==> src/rtl/calculator.sv <==
// calculator: two-digit BCD operand calculator on a 4-digit muxed 7-seg display (clk, rst active-low async, button/operation/ret in; finalToDisplay segments and enable anodes out, both active-low)
module calculator #(
  parameter int DIGIT_CYCLES = 100000
) (
  input  logic       clk,
  input  logic       rst,
  input  logic [3:0] button,
  input  logic [3:0] operation,
  input  logic       ret,
  output logic [7:0] finalToDisplay,
  output logic [3:0] enable
);
  localparam int CW = $clog2(DIGIT_CYCLES + 1);
  logic [3:0] s1, s2, prev, rise, a1, a0, b1, b0, od;
  logic [1:0] v, idx;
  logic [CW-1:0] cnt;
  logic [13:0] av, bv, res;
  logic [15:0] bcd;
  logic opm, neg, dz, wrap;
  logic [7:0] disp;
  function automatic logic [7:0] seg(input logic [3:0] d);
    case (d)
      4'd0: return 8'hC0;
      4'd1: return 8'hF9;
      4'd2: return 8'hA4;
      4'd3: return 8'hB0;
      4'd4: return 8'h99;
      4'd5: return 8'h92;
      4'd6: return 8'h82;
      4'd7: return 8'hF8;
      4'd8: return 8'h80;
      default: return 8'h90;
    endcase
  endfunction
  function automatic logic [3:0] inc(input logic [3:0] d, input logic r);
    return r ? (d == 4'd9 ? 4'd0 : d + 4'd1) : d;
  endfunction
  assign rise = s2 & ~prev;
  assign wrap = cnt == CW'(DIGIT_CYCLES - 1);
  always_ff @(posedge clk or negedge rst)
    if (!rst) begin
      s1 <= '0;
      s2 <= '0;
      v <= '0;
      prev <= '1;
      {a1, a0, b1, b0} <= '0;
      cnt <= '0;
      idx <= '0;
      enable <= 4'b1110;
      finalToDisplay <= 8'hC0;
    end else begin
      s1 <= button;
      s2 <= s1;
      v <= {v[0], 1'b1};
      prev <= v[1] ? s2 : 4'hF;
      a1 <= inc(a1, rise[3]);
      a0 <= inc(a0, rise[2]);
      b1 <= inc(b1, rise[1]);
      b0 <= inc(b0, rise[0]);
      cnt <= wrap ? '0 : cnt + 1'b1;
      idx <= wrap ? idx + 2'd1 : idx;
      enable <= ~(4'b0001 << idx);
      finalToDisplay <= disp;
    end
  always_comb begin
    av = 14'(a1) * 14'd10 + 14'(a0);
    bv = 14'(b1) * 14'd10 + 14'(b0);
    opm = ret | !$onehot(operation);
    neg = operation[1] & (av < bv);
    dz = operation[3] & (bv == 14'd0);
    res = operation[0] ? av + bv :
          operation[1] ? (neg ? bv - av : av - bv) :
          operation[2] ? av * bv :
          dz ? 14'd0 : av / bv;
    bcd = '0;
    for (int i = 13; i >= 0; i--) begin
      for (int j = 0; j < 4; j++)
        if (bcd[j*4 +: 4] >= 4'd5) bcd[j*4 +: 4] = bcd[j*4 +: 4] + 4'd3;
      bcd = {bcd[14:0], res[i]};
    end
    od = idx == 2'd3 ? a1 : idx == 2'd2 ? a0 : idx == 2'd1 ? b1 : b0;
    disp = opm ? seg(od) & (idx == 2'd2 ? 8'h7F : 8'hFF) :
           (dz || (neg && idx == 2'd3)) ? 8'hBF :
           (idx != 2'd0 && (bcd >> {idx, 2'b00}) == 16'd0) ? 8'hFF :
           seg(bcd[{idx, 2'b00} +: 4]);
  end
endmodule

==> config.mk <==
export PLATFORM = sky130hd
export DESIGN_NAME = calculator
export DESIGN_NICKNAME = d
export VERILOG_FILES = /design/src/rtl/calculator.sv
export SDC_FILE = /design/constraint.sdc
export NUM_CORES = 1
export LEC_CHECK = 0
export CORE_MARGIN = 3
export CORE_UTILIZATION = 40
export DETAILED_ROUTE_END_ITERATION = 6
export GPL_TIMING_DRIVEN = 0
export SYNTH_ARGS = -nofsm -noshare
export SYNTH_HDL_FRONTEND = slang
export SYNTH_SLANG_ARGS = --single-unit
export TNS_END_PERCENT = 10
==> constraint.sdc <==
create_clock -name clk -period 33.1 [get_ports clk]
set_input_delay 6.62 -clock clk [delete_from_list [all_inputs] [get_ports clk]]
set_output_delay 6.62 -clock clk [all_outputs]
set_load 0.05 [all_outputs]
==> impl_metrics.py, run 1 <==
metrics = {
    "run_status": {
        "outcome": "complete, no violations",
    },
    "die": {
        "floorplan.initialDensity_pct": 40.6,
        "core_area_um2": 37800,
        "design.die.area_um2": 40700,
        "floorplan.die.width_um": 202,
        "std_cell_rows": 71,
        "die_height_um": 202,
        "design.portCount": 23,
    },
    "drt": {
        "wl_per_cell_um": 16.9,
        "wl_met1_mm": 20.5,
        "drt.antenna.violating_nets": 0,
        "top_layer_used": "met4",
        "met2WireLength_mm": 19.3,
        "length_of_the_first_detailed_routing_pass_in_iterations": 5,
        "post-route-drc-count": 0,
        "drt_iter0_drc": 871,
        "routed_via_count_divided_by_cell_count": 5.73,
        "met3_wirelength_mm": 1.89,
        "final_routed_wirelength_mm": 42.8,
        "route.vias.total": 14500,
    },
    "synth": {
        "synth.avg_cell_area_um2": 7.84,
        "postSynthRegisterBits": 61,
        "synth.cell_area_um2": 15300,
        "synth-warning-count": 0,
        "async_flop_share_pct": 100,
        "synth_flop_cell": "sky130_fd_sc_hd__dfrtp_1",
        "synth-edff-count": 0,
        "postSynthCellCount": 1956,
        "synth.lib_cells_used.distinct": 114,
        "yosysSeqAreaShare_pct": 10.0,
    },
    "critical_path": {
        "critical-path-top-cell-by-count": "sky130_fd_sc_hd__o21a_1",
        "critPathCaptureType": "register",
        "worst-r2r-setup-slack_ns": 2.23,
        "critPathMaxFanout": 10,
        "timing.critical_path.from_type": "register",
        "worstPathRequired_ns": 33.34,
        "setup.worst_path.class": "reg2reg",
        "worst_r2r_path_depth": 140,
        "timing.critical_path.slowest_cell_delay_ns": 0.53,
        "critical-path-slowest-cell": "sky130_fd_sc_hd__a2111o_1",
        "worst_ep_arrival_time_ns": 31.11,
    },
    "global_routing": {
        "grt_max_degree": 41,
        "global_routing_usage_summed_across_all_routing_layers_pct": 20.5,
        "global_route_wire_length_before_repair_mm": 70.2,
        "antenna_found_initial": 0,
        "globalRouteOverflowTotal": 0,
        "first_global_vias": 13900,
    },
    "sta": {
        "timing.max_slew.rel_slack_pct": 15.7,
        "final.min_clock_period_ns": 30.87,
        "timing_hold_violations_final": 0,
        "finalSetupTns_ns": 0,
        "hold_slack_ns": 0.347,
        "final_min_period_over_clock_period_pct": 93.3,
        "grt_setup_unrepaired": "no",
        "tightest_slew_ns": 1.25,
        "clock_skew_ns": 0.00429,
        "maxClockFrequency_mhz": 32.4,
        "final-max-slew-violation-count": 0,
        "final_setup_violation_count": 0,
    },
    "final_layout": {
        "diodes_inserted": 0,
        "layout-drive-gt1-share_pct": 8.15,
        "syn_to_final_growth_pct": 9.00,
        "final_common_cell": "sky130_fd_sc_hd__ha_1",
        "num-nets-final": 2297,
        "layout.cell_area.non_filler_um2": 16700,
        "mostFrequentLayoutCells": "sky130_fd_sc_hd__ha_1, sky130_fd_sc_hd__nand2_1, sky130_fd_sc_hd__inv_1",
    },
    "clocking": {
        "clockBufferDepth": 2,
        "post_cts_hold_buffer_count": 0,
        "cts_htree_levels": 3,
        "root_buffer": "sky130_fd_sc_hd__clkbuf_16",
        "total_clock_buffers_created_by_cts": 9,
        "insertion_delay_ns": 0.32,
        "tritoncts": "yes",
        "tritoncts_num_sinks": 61,
        "clk_pin_slew_ns": 0.06,
    },
    "placement": {
        "gp_congestion": 0.924,
        "dpl-instance-area_um2": 16200,
        "portBuffers": 21,
        "detailedPlacementHpwl_mm": 34.4,
    },
    "run": {
        "maxCapViolations": 0,
    },
    "worst_hold_path": {
        "whs_path_depth": 0,
        "timing.hold.worst.class": "reg2reg",
    },
}
worst paths after layout:
check	from	to
setup / recovery	b1[1]	finalToDisplay[6]
hold / removal	s1[3]	s2[3]
setup reg to reg	b1[1]	finalToDisplay[6]
hold reg to reg	s1[3]	s2[3]
max in group asynchronous	rst	enable[1]
min in group asynchronous	rst	cnt[6]
registers in the layout, summed over array words and instances, names as in the netlist:
name and count:
cnt 17, finalToDisplay 8, s1 4, idx 2
v 2, s2 4, a1 4, prev 4
a0 4, b0 4, b1 4, enable 4
cell type report:
type	instances	area, um2
Fill cell	3819	21000
Multi-Input combinational cell	1685	13000
Sequential cell	61	1540
Inverter	173	653
Tap cell	511	639
Timing Repair Buffer	36	338
Clock buffer	9	225
Buffer	41	166
Clock inverter	7	124
worst max-delay path, delay by kind of cell (launching register included):
family	cells	cell delay (ns)
AND/OR/NAND/NOR	25	4.34
flip-flops	1	0.47
adder cells (fa/ha/maj)	15	4.22
XOR/XNOR	1	0.46
buffers and inverters	13	3.36
AO/OA/AOI/OAI	82	16.44
multiplexers	4	1.46
what timing repair did:
action                     4_1_cts  5_1_grt
gates resized for setup          0        8
setup endpoints to repair        0        7
setup buffers                    0       12
cells by family after synthesis:
kind of cell | count (synthesis) | synth area share, %
AO/OA/AOI/OAI | 527 | 24.7
XOR/XNOR | 85 | 5.04
adder cells (fa/ha/maj) | 279 | 25.4
buffers and inverters | 214 | 5.32
flip-flops | 61 | 10.0
multiplexers | 89 | 6.29
other | 2 | 0.0490
AND/OR/NAND/NOR | 699 | 23.2
per-layer routing:
metal  track usage (%)  vias up
met4              5.16        0
met1              28.5     6820
li1                  -     7241
met2              34.2      337
met5                 0        -
met3              1.85       60
cell usage after synthesis, drive strengths merged, types with 6 or more instances:
| library cell | instances | share of area [%] |
|---|---|---|
| a211o | 8 | 0.46 |
| a211oi | 21 | 1.2 |
| a21o | 31 | 1.5 |
| a21oi | 90 | 3.0 |
| a221oi | 9 | 0.51 |
| a31oi | 26 | 1.2 |
| a32oi | 6 | 0.39 |
| and2 | 22 | 0.90 |
| and3 | 14 | 0.57 |
| and4 | 7 | 0.40 |
| buf | 7 | 0.25 |
| clkbuf | 34 | 0.83 |
| dfrtp | 52 | 8.5 |
| dfstp | 9 | 1.5 |
| fa | 53 | 6.9 |
| ha | 226 | 18 |
| inv | 169 | 4.1 |
| mux2 | 44 | 3.3 |
| mux2i | 45 | 3.0 |
| nand2 | 169 | 4.2 |
| nand2b | 47 | 1.9 |
| nand3 | 39 | 1.3 |
| nand3b | 8 | 0.39 |
| nand4 | 22 | 0.90 |
| nor2 | 159 | 3.9 |
| nor2b | 30 | 1.2 |
| nor3 | 89 | 3.0 |
| nor3b | 9 | 0.55 |
| nor4 | 14 | 0.67 |
| nor4b | 7 | 0.40 |
| o2111a | 6 | 0.44 |
| o211a | 8 | 0.52 |
| o211ai | 23 | 1.3 |
| o21a | 70 | 3.4 |
| o21ai | 99 | 3.2 |
| o21bai | 6 | 0.29 |
| o221a | 6 | 0.44 |
| o22ai | 13 | 0.57 |
| o31ai | 29 | 1.4 |
| or2 | 16 | 0.65 |
| or3 | 27 | 1.1 |
| or4 | 9 | 0.51 |
| xnor2 | 66 | 3.9 |
| xor2 | 18 | 1.0 |
per-stage QoR:
step | utilization (%) | cells | worst slack, ns
floorplan | - | 1960 | 6.21
global placement | 42.9 | 2492 | 1.47
detailed placement | 43.0 | 2494 | 0.935
CTS | 43.9 | 2510 | 0.791
global route | 44.3 | 2523 | 0.0348
finish | 44.3 | 2523 | 2.23
Power of run 1 is not shown: default switching activity piles up to over one toggle a cycle in this logic, so the estimate is an artifact.
==> run 2: changes to the inputs <==
--- a/config.mk
+++ b/config.mk
@@ -9,6 +9,7 @@
 export CORE_UTILIZATION = 40
 export DETAILED_ROUTE_END_ITERATION = 6
 export GPL_TIMING_DRIVEN = 0
+export SKIP_LAST_GASP = 1
 export SYNTH_ARGS = -nofsm -noshare
 export SYNTH_HDL_FRONTEND = slang
 export SYNTH_SLANG_ARGS = --single-unit
==> results of run 2 <==
Final layout, timing and power as in run 1 (identical DEF).
Power of run 2 is left out for the same reason.
==> run 3: changes to the inputs <==
==> constraint.sdc (replaced) <==
create_clock -name clk -period 26.5 [get_ports clk]
set_input_delay 5.3 -clock clk [delete_from_list [all_inputs] [get_ports clk]]
set_output_delay 5.3 -clock clk [all_outputs]
set_load 0.05 [all_outputs]
==> run 3 against run 2 <==
Setup slack got worse by 2.1 ns. First-iteration DRC count increased by 9.9%. Sequential share of layout area fell by 0.40 points. Wire length grew 6.7%.
==> impl_metrics.py, run 3 (same netlist as run 1, synthesis figures left out) <==
metrics = {
    "run_status": {
        "outcome": "complete, no violations",
    },
    "placement": {
        "portBuffers": 21,
        "gp_congestion": 0.906,
        "place_worst_setup_slack_ns": -5.10,
        "detailedPlacementHpwl_mm": 35.1,
        "post-place-cells": 2495,
    },
    "global_routing": {
        "global_route_wire_length_before_repair_mm": 73.4,
        "grt_max_degree": 35,
        "globalRouteOverflowTotal": 0,
        "global_routing_usage_summed_across_all_routing_layers_pct": 21.6,
        "first_global_vias": 14500,
        "antenna_found_initial": 3,
    },
    "final_layout": {
        "mostFrequentLayoutCells": "sky130_fd_sc_hd__ha_1, sky130_fd_sc_hd__nand2_1, sky130_fd_sc_hd__inv_1",
        "layout-drive-gt1-share_pct": 13.1,
        "registers_with_the_most_flip_flops": "cnt (17), finalToDisplay (8)",
        "final_common_cell": "sky130_fd_sc_hd__ha_1",
        "syn_to_final_growth_pct": 14.3,
        "regMostFlops": "cnt",
        "largest_register_ffs": 17,
        "num-nets-final": 2337,
        "diodes_inserted": 0,
        "fillerInstances": 3813,
        "final-instance-count-excl-fill": 2563,
    },
    "sta": {
        "clock_skew_ns": 0.00469,
        "final.setup.worst_slack_ns": 0.154,
        "final_min_period_over_clock_period_pct": 99.4,
        "final.min_clock_period_ns": 26.35,
        "final_setup_violation_count": 0,
        "timing.max_slew.rel_slack_pct": 9.41,
        "final-max-slew-violation-count": 0,
        "finalSetupTns_ns": 0,
        "tightest_slew_ns": 1.36,
        "maxClockFrequency_mhz": 38.0,
        "grt_setup_unrepaired": "yes",
        "hold_slack_ns": 0.345,
        "timing_hold_violations_final": 0,
    },
    "drt": {
        "route.vias.total": 14800,
        "post-route-drc-count": 0,
        "drt_iter0_drc": 957,
        "routed_via_count_divided_by_cell_count": 5.78,
        "drt.antenna.violating_nets": 0,
        "length_of_the_first_detailed_routing_pass_in_iterations": 7,
        "final_routed_wirelength_mm": 45.6,
        "wl_per_cell_um": 17.8,
    },
    "critical_path": {
        "timing.critical_path.from_type": "register",
        "timing.critical_path.slowest_cell_delay_ns": 0.54,
        "critical-path-top-cell-by-count": "sky130_fd_sc_hd__o21a_1",
        "critPathMaxFanout": 10,
        "worst_ep_arrival_time_ns": 26.56,
        "worstPathRequired_ns": 26.71,
        "setup.worst_path.class": "reg2reg",
        "critical-path-slowest-cell": "sky130_fd_sc_hd__fa_1",
        "critPathCaptureType": "register",
    },
    "die": {
        "std_cell_rows": 71,
        "core_area_um2": 37800,
        "die_height_um": 202,
        "floorplan.initialDensity_pct": 40.6,
        "design.portCount": 23,
        "design.die.area_um2": 40700,
        "floorplan.die.width_um": 202,
    },
    "clocking": {
        "post_cts_hold_buffer_count": 0,
        "clk_pin_slew_ns": 0.05,
        "insertion_delay_ns": 0.32,
        "tritoncts": "yes",
        "root_buffer": "sky130_fd_sc_hd__clkbuf_16",
        "total_clock_buffers_created_by_cts": 9,
        "tritoncts_num_sinks": 61,
        "cts_htree_levels": 3,
        "clockBufferDepth": 2,
    },
    "worst_hold_path": {
        "timing.hold.worst.class": "reg2reg",
    },
    "run": {
        "maxCapViolations": 0,
    },
}
run 3: layout make-up:
class,count,area [um2],area share [%]
Multi-Input combinational cell,1685,13500,76.8
Sequential cell,61,1540,8.80
Timing Repair Buffer,78,674,3.85
Inverter,173,662,3.78
Tap cell,511,639,3.65
Clock buffer,11,253,1.44
Buffer,39,231,1.32
Clock inverter,5,58.8,0.336
run 3: critical path, delay by kind of cell (launching register included):
family                   cells  cell delay [ns]
AO/OA/AOI/OAI               82            14.75
adder cells (fa/ha/maj)     15             4.09
buffers and inverters       14             1.64
flip-flops                   1             0.43
multiplexers                 4             1.13
AND/OR/NAND/NOR             28             4.09
run 3: what timing repair did:
| item | CTS | global route |
|---|---|---|
| setup endpoints to repair | 7 | 7 |
| gates resized for setup | 81 | 47 |
| pin swaps | 19 | 38 |
| cloned | 0 | 1 |
| buffers inserted | 26 | 27 |
run 3: per-layer routing:
metal | up-vias | routed length, um | GRT usage [%]
met5 | - | 43 | 0
li1 | 7318 | - | -
met2 | 333 | 21000 | 36.3
met1 | 7079 | 21100 | 28.9
met3 | 81 | 2190 | 2.96
met4 | 6 | 1350 | 7.00
run 3: stage by stage:
stage / utilization (%) / instance area, um2
global route: 46.4 / 17500
detailed placement: 43.1 / 16300
finish: 46.4 / 17500
global placement: 42.9 / 16200
floorplan: - / 15400
CTS: 45.2 / 17100
run 3: final timing paths:
kind / from / end / slack, ns / depth (start not counted)
worst max register to register: b1[1] / finalToDisplay[6] / 0.15 / 143
worst max-delay path: b1[1] / finalToDisplay[6] / 0.15 / 143
max in group asynchronous: rst / prev[0] / 20.80 / 2
worst min register to register: s1[2] / s2[2] / 0.35 / 0
min in group asynchronous: rst / finalToDisplay[4] / 5.02 / 1
worst min-delay path: s1[2] / s2[2] / 0.35 / 0
Power of run 3 is left out for the same reason.
